===== src/rtl/shifter_pkg.sv =====
// ============================================================================
// Module : shifter_pkg
// Brief  : Shared mode encodings and types for the pipelined barrel shifter.
// Rev    : 1.0  initial release
// ============================================================================
`default_nettype none

package shifter_pkg;

    typedef logic [1:0] shift_mode_t;

    localparam shift_mode_t MODE_SRL = 2'b00;
    localparam shift_mode_t MODE_SLL = 2'b01;
    localparam shift_mode_t MODE_SRA = 2'b10;
    localparam shift_mode_t MODE_ROR = 2'b11;

endpackage : shifter_pkg

`default_nettype wire


===== src/rtl/shift_stage.sv =====
// ============================================================================
// Module : shift_stage
// Brief  : One pipeline stage: conditional shift by 2^STAGE, then a register.
// Rev    : 1.0  initial release
// ============================================================================
`default_nettype none

module shift_stage
    import shifter_pkg::*;
#(
    parameter int WIDTH = 8,
    parameter int LOG2W = 3,
    parameter int STAGE = 0
) (
    input  logic             clk,
    input  logic             rst,
    input  logic             advance,
    input  logic             in_valid,
    input  logic [WIDTH-1:0] in_data,
    input  logic [LOG2W-1:0] in_amt,
    input  shift_mode_t      in_mode,
    output logic             out_valid,
    output logic [WIDTH-1:0] out_data,
    output logic [LOG2W-1:0] out_amt,
    output shift_mode_t      out_mode
);

    localparam int SHIFT = 1 << STAGE;

    logic [WIDTH-1:0] w_shifted;
    logic [WIDTH-1:0] w_next;

    logic             r_valid;
    logic [WIDTH-1:0] r_data;
    logic [LOG2W-1:0] r_amt;
    shift_mode_t      r_mode;

    // SRA keeps the MSB at every stage, so the original sign propagates
    // through later stages without being carried separately.
    always_comb begin
        w_shifted = in_data;
        unique case (in_mode)
            MODE_SRL: w_shifted = in_data >> SHIFT;
            MODE_SLL: w_shifted = in_data << SHIFT;
            MODE_SRA: w_shifted = WIDTH'($signed(in_data) >>> SHIFT);
            MODE_ROR: w_shifted = (in_data >> SHIFT) | (in_data << (WIDTH - SHIFT));
            default:  w_shifted = in_data;
        endcase
    end

    // The amount is consumed LSB-first; each stage only looks at bit 0.
    assign w_next = in_amt[0] ? w_shifted : in_data;

    always_ff @(posedge clk or posedge rst) begin
        if (rst) begin
            r_valid <= 1'b0;
            r_data  <= '0;
            r_amt   <= '0;
            r_mode  <= MODE_SRL;
        end else if (advance) begin
            r_valid <= in_valid;
            r_data  <= w_next;
            r_amt   <= in_amt >> 1;
            r_mode  <= in_mode;
        end
    end

    assign out_valid = r_valid;
    assign out_data  = r_data;
    assign out_amt   = r_amt;
    assign out_mode  = r_mode;

endmodule : shift_stage

`default_nettype wire


===== src/rtl/barrel_shifter_pipe.sv =====
// ============================================================================
// Module : barrel_shifter_pipe
// Brief  : LOG2W-deep pipelined barrel shifter (SRL/SLL/SRA/ROR), valid/ready.
// Rev    : 1.0  initial release
// ============================================================================
`default_nettype none

module barrel_shifter_pipe
    import shifter_pkg::*;
#(
    parameter int WIDTH = 8,
    parameter int LOG2W = 3
) (
    input  logic             clk,
    input  logic             rst,
    input  logic             in_valid,
    output logic             in_ready,
    input  logic [WIDTH-1:0] in_data,
    input  logic [LOG2W-1:0] in_amt,
    input  logic [1:0]       in_mode,
    output logic             out_valid,
    input  logic             out_ready,
    output logic [WIDTH-1:0] out_data,
    output logic             out_zero
);

    generate
        if (LOG2W != $clog2(WIDTH)) begin : g_bad_param
            $error("LOG2W must equal log2(WIDTH)");
        end
    endgenerate

    logic [LOG2W:0]   w_valid;
    logic [WIDTH-1:0] w_data [0:LOG2W];
    logic [LOG2W-1:0] w_amt  [0:LOG2W];
    shift_mode_t      w_mode [0:LOG2W];
    logic             w_stall;
    logic             w_unused;

    // All stages move in lockstep; the only back-pressure source is the output.
    assign w_stall  = w_valid[LOG2W] & ~out_ready;
    assign in_ready = ~w_stall;

    assign w_valid[0] = in_valid & in_ready;
    assign w_data[0]  = in_data;
    assign w_amt[0]   = in_amt;
    assign w_mode[0]  = in_mode;

    generate
        for (genvar k = 0; k < LOG2W; k++) begin : g_stage
            shift_stage #(
                .WIDTH (WIDTH),
                .LOG2W (LOG2W),
                .STAGE (k)
            ) u_stage (
                .clk       (clk),
                .rst       (rst),
                .advance   (in_ready),
                .in_valid  (w_valid[k]),
                .in_data   (w_data[k]),
                .in_amt    (w_amt[k]),
                .in_mode   (w_mode[k]),
                .out_valid (w_valid[k+1]),
                .out_data  (w_data[k+1]),
                .out_amt   (w_amt[k+1]),
                .out_mode  (w_mode[k+1])
            );
        end
    endgenerate

    assign out_valid = w_valid[LOG2W];
    assign out_data  = w_valid[LOG2W] ? w_data[LOG2W] : '0;
    assign out_zero  = w_valid[LOG2W] & (w_data[LOG2W] == '0);

    assign w_unused = ^{w_amt[LOG2W], w_mode[LOG2W]};

endmodule : barrel_shifter_pipe

`default_nettype wire

===== config.mk =====
export PLATFORM = sky130hd
export DESIGN_NAME = barrel_shifter_pipe
export DESIGN_NICKNAME = d
export VERILOG_FILES = /design/src/rtl/shifter_pkg.sv /design/src/rtl/shift_stage.sv /design/src/rtl/barrel_shifter_pipe.sv
export SDC_FILE = /design/constraint.sdc
export NUM_CORES = 1
export LEC_CHECK = 0
export BUFFER_PORTS_ARGS = -buffer_cell sky130_fd_sc_hd__buf_2
export CORE_ASPECT_RATIO = 0.5
export CORE_UTILIZATION = 50
export DETAILED_ROUTE_END_ITERATION = 8
export PLACE_DENSITY_LB_ADDON = 0.05
export SLEW_MARGIN = 20
export SYNTH_ARGS = -nofsm -noshare
export SYNTH_HDL_FRONTEND = slang
export SYNTH_HIERARCHICAL = 1
export SYNTH_SLANG_ARGS = --single-unit

===== constraint.sdc =====
create_clock -name clk -period 4.1 [get_ports clk]
set_input_delay 1.23 -clock clk [delete_from_list [all_inputs] [get_ports clk]]
set_output_delay 1.23 -clock clk [all_outputs]
set_load 0.02 [all_outputs]

Word level (Yosys, flattened, before mapping)
Cells that the tools add are included.
{"block": "word_totals", "ff_bits": 34, "inputBits": 17, "out_inout_bits": 11}
{"block": "classes", "eq_ne": 9, "mux": 7, "bitwise": 8, "n_reduce_logical": 4}
{"op": "8-bit case mux with 4 select lines", "n": 3}
{"op": "8-bit two-way mux", "n": 4}
{"op": "2-bit equality test, second input constant", "n": 6}
{"op": "8-bit zero test", "n": 1}
{"op": "4-bit by 8-bit OR with 8-bit output", "n": 1}
{"op": "6-bit by 8-bit OR with 8-bit output", "n": 1}
{"op": "7-bit by 8-bit OR with 8-bit output", "n": 1}
{"op": "2-bit by 1-bit equality test with 1-bit output, second input constant", "n": 3}
{"op": "2-bit zero test", "n": 3}
{"op": "1-bit bitwise AND", "n": 3}
{"op": "1-bit inverter", "n": 2}

Logic depth before layout (Yosys ltp)
{"block": "logic_depth", "ltp_word": 4, "mapped_depth": 5, "mapped_depth_nobuf": 4}

By module
Netlist, hierarchy kept.
{"module": "shift_stage at g_stage[1].u_stage", "n_inst": 1, "cells_per_inst": 61, "area_per_inst_um2": 686.9, "seq_area_each_um2": 325.3}
{"module": "shift_stage at g_stage[0].u_stage", "n_inst": 1, "cells_per_inst": 62, "area_per_inst_um2": 670.6, "seq_area_each_um2": 325.3}
{"module": "shift_stage at g_stage[2].u_stage", "n_inst": 1, "cells_per_inst": 55, "area_per_inst_um2": 608.1, "seq_area_each_um2": 325.3}
{"module": "barrel_shifter_pipe", "n_inst": 1, "cells_per_inst": 14, "area_per_inst_um2": 86.3, "seq_area_each_um2": 0.0}

Worst setup path after synthesis
Ideal clock, no wire load.
{"block": "synth_timing", "path_kind": "input to output", "start": "input out_ready", "end": "output in_ready", "t_arrival_ps": 1517, "required_time_ps": 2870, "path_slack_ps": 1353, "path_stages": 1, "path_buffers": 0, "path_cell_list": "nand2b_1"}
{"block": "synth_between", "elab_chain_len": 3}
{"item": "start: declaration", "line_no": "barrel_shifter_pipe.sv:22", "text": "input logic out_ready,"}
{"item": "1-bit inverter", "line_no": "barrel_shifter_pipe.sv:41", "text": "assign w_stall = w_valid[LOG2W] & ~out_ready;"}
{"item": "1-bit bitwise AND", "line_no": "barrel_shifter_pipe.sv:41"}
{"item": "1-bit inverter", "line_no": "barrel_shifter_pipe.sv:42", "text": "assign in_ready = ~w_stall;"}
{"item": "end: declaration", "line_no": "barrel_shifter_pipe.sv:17", "text": "output logic in_ready,"}
Every way passes these cells.

Worst setup path after layout
Ends and elaborated chain as after synthesis.

==> flow_summary.ini <==
[die]
die_w_um = 87.72
start_util_pct = 52.90
fp.dieArea_um2 = 3934
fp-row-count = 15
io_pins = 28
core_um2 = 3472
die_h_um = 44.86

[outcome]
status = completed

[setup_path]
cp_cell_sequence = buf_2 > nand2b_2 > buf_2
critPathTopFamily = buffers and inverters
rr_startpoint = g_stage[2].u_stage/out_valid
startpoint_type = primary input
arrival_ps = 1670
crit_path_end = in_ready
cp-end-kind = output port
cpMaxStageDelayCell = nand2b_2
slowest_delay_ps = 180
critPathLaunch = out_ready
critPathKind = primary input to output port
r2r_cells = 5
crit_top_cell = buf_2
required_ps = 2870
r2r_end = g_stage[1].u_stage/out_data[7]
cp_num_cells = 3
path_max_fanout = 2
crit_buf_inv = 2
rrSetupSlack_ps = 2300

[synth]
postSynthCellCount = 176
syn-num-nets = 193
syn_avg_cell_area_um2 = 10.44
syn_area_um2 = 1837
yosysWarningCount = 6

[cts]
ctsHoldBuffers = 0
cts_htree_levels = 2
clk_path_buf_depth = 2
cts-root-buf = clkbuf_8
clk_latency_ps = 280
path_clk_slew_ps = 70
clock_sinks = 34
postCtsResizedCells = 0
cts_setup_buffers = 0
cts_tree = yes
cts_inserted_buffers = 5

[global_route]
grt_util_all_layers_pct = 21.15
grt_pass1_vias = 1309
grt_pass1_wl_mm = 6.106
antenna_found_initial = 0
gr-total-overflow = 0
grt_start_max_net_pins = 53

[power]
vdd_ir_drop_max_mv = 0.2974
intPower_w = 0.0009710
power.switching_w = 0.0005263
combPwrFrac_pct = 33.3
p_total_w = 0.001497
p_clk_share_pct = 25.4
power_frac_seq_pct = 41.3
switching_share_pct = 35.15
power.density_nw_per_um2 = 709.8
p_leak_nw = 0.9592

[timing]
fmax_mhz = 344.6
finalCritPeriodShare_pct = 70.77
tightest_slew_ps = 494.4
fin_crit_ps = 2902
finalSetupTns_ps = 0
hold_viol_final = 0
setup_ws_ps = 1198
rsz0062_at_grt = no
slew_headroom_pct = 67.04
hold_slack_ps = 509.9
setup_viol = 0
slew_violations = 0
fin_worst_skew_ps = 8.593

[placed_design]
numPortBuffers = 27
gp_congestion = 0.7859
post-place-ws_ps = 1195
place_hpwl_mm = 2.705

[min_path]
min_path_type = flop to flop

[cells_and_area]
n_fill_cell = 316
num_antenna_cells = 0
drive_gt1_share_pct = 30.05
syn2layout_area_growth_pct = 14.85
fin_nets = 219

[drt]
totalWireLength_mm = 3.607
firstDrtPassIters = 4
wl_per_cell_um = 14.20
ant_nets = 0
drc = 0
num_vias = 1359
drt_iter0_markers = 107
routed_via_density = 5.350

[flow_run]
cap_violations = 0
[final cells by class]
class	count	area, µm²	share of cell area, %
well taps	51	63.81	3.025
clock inverters	2	60.06	2.847
repair buffers	28	142.6	6.762
multi-input cells	124	875.8	41.52
clock buffers	6	82.58	3.915
inverters	9	33.78	1.601
flip-flops and latches	34	850.8	40.33
[cells in the final DEF (no fill, tap or decap), drive strengths merged, types with 6 or more instances in the layout]
cell and n:
nor2 12, mux2i 10, o21ai 13, inv 9, buf 28, mux2 13, a21oi 10, dfrtp 34
nor2b 16, clkbuf 6, a31oi 6, and2 9, nand2 9
[flip-flops by register name, indices dropped and copies added (netlist names)]
name and count:
g_stage.u_stage/out_data 24, g_stage.u_stage/out_mode 4, g_stage.u_stage/out_amt 3, g_stage.u_stage/out_valid 3
[power by group through the flow]
stage / clock network [W] / registers [W] / logic (W)
2_1_floorplan: 0 / 0.000570 / 0.000428
3_3_place_gp: 0 / 0.000617 / 0.000492
3_5_place_dp: 0 / 0.000623 / 0.000499
4_1_cts: 0.000387 / 0.000617 / 0.000502
5_1_grt: 0.000404 / 0.000640 / 0.000553
6_report: 0.000380 / 0.000618 / 0.000499
[routing by layer]
metal | wire length (µm) | track usage (%)
met5 | 0 | 0
met4 | 34 | 7.213
met3 | 156 | 6.033
met2 | 1544 | 33.49
met1 | 1872 | 28.45
[through the flow]
stage	instances	util, %	area [µm²]
detailed placement	246	56.65	1967
floorplan	176	-	1837
CTS	254	60.76	2110
finish	254	60.76	2110
global placement	246	56.65	1967
global route	254	60.76	2110
[worst min-delay path by stage]
stage,startpoint,to,slack (ps),depth (start not counted)
after floorplan,g_stage[0].u_stage/out_amt[1],g_stage[0].u_stage/out_amt[1],470,1
after global placement,g_stage[0].u_stage/out_valid,g_stage[0].u_stage/out_valid,490,1
after detailed placement,g_stage[0].u_stage/out_valid,g_stage[1].u_stage/out_valid,500,1
after CTS,g_stage[0].u_stage/out_valid,g_stage[1].u_stage/out_valid,510,1
after global routing,g_stage[0].u_stage/out_valid,g_stage[1].u_stage/out_valid,530,1
final,g_stage[0].u_stage/out_valid,g_stage[1].u_stage/out_valid,510,1
No activity file was read; power rests on OpenSTA's default activity.
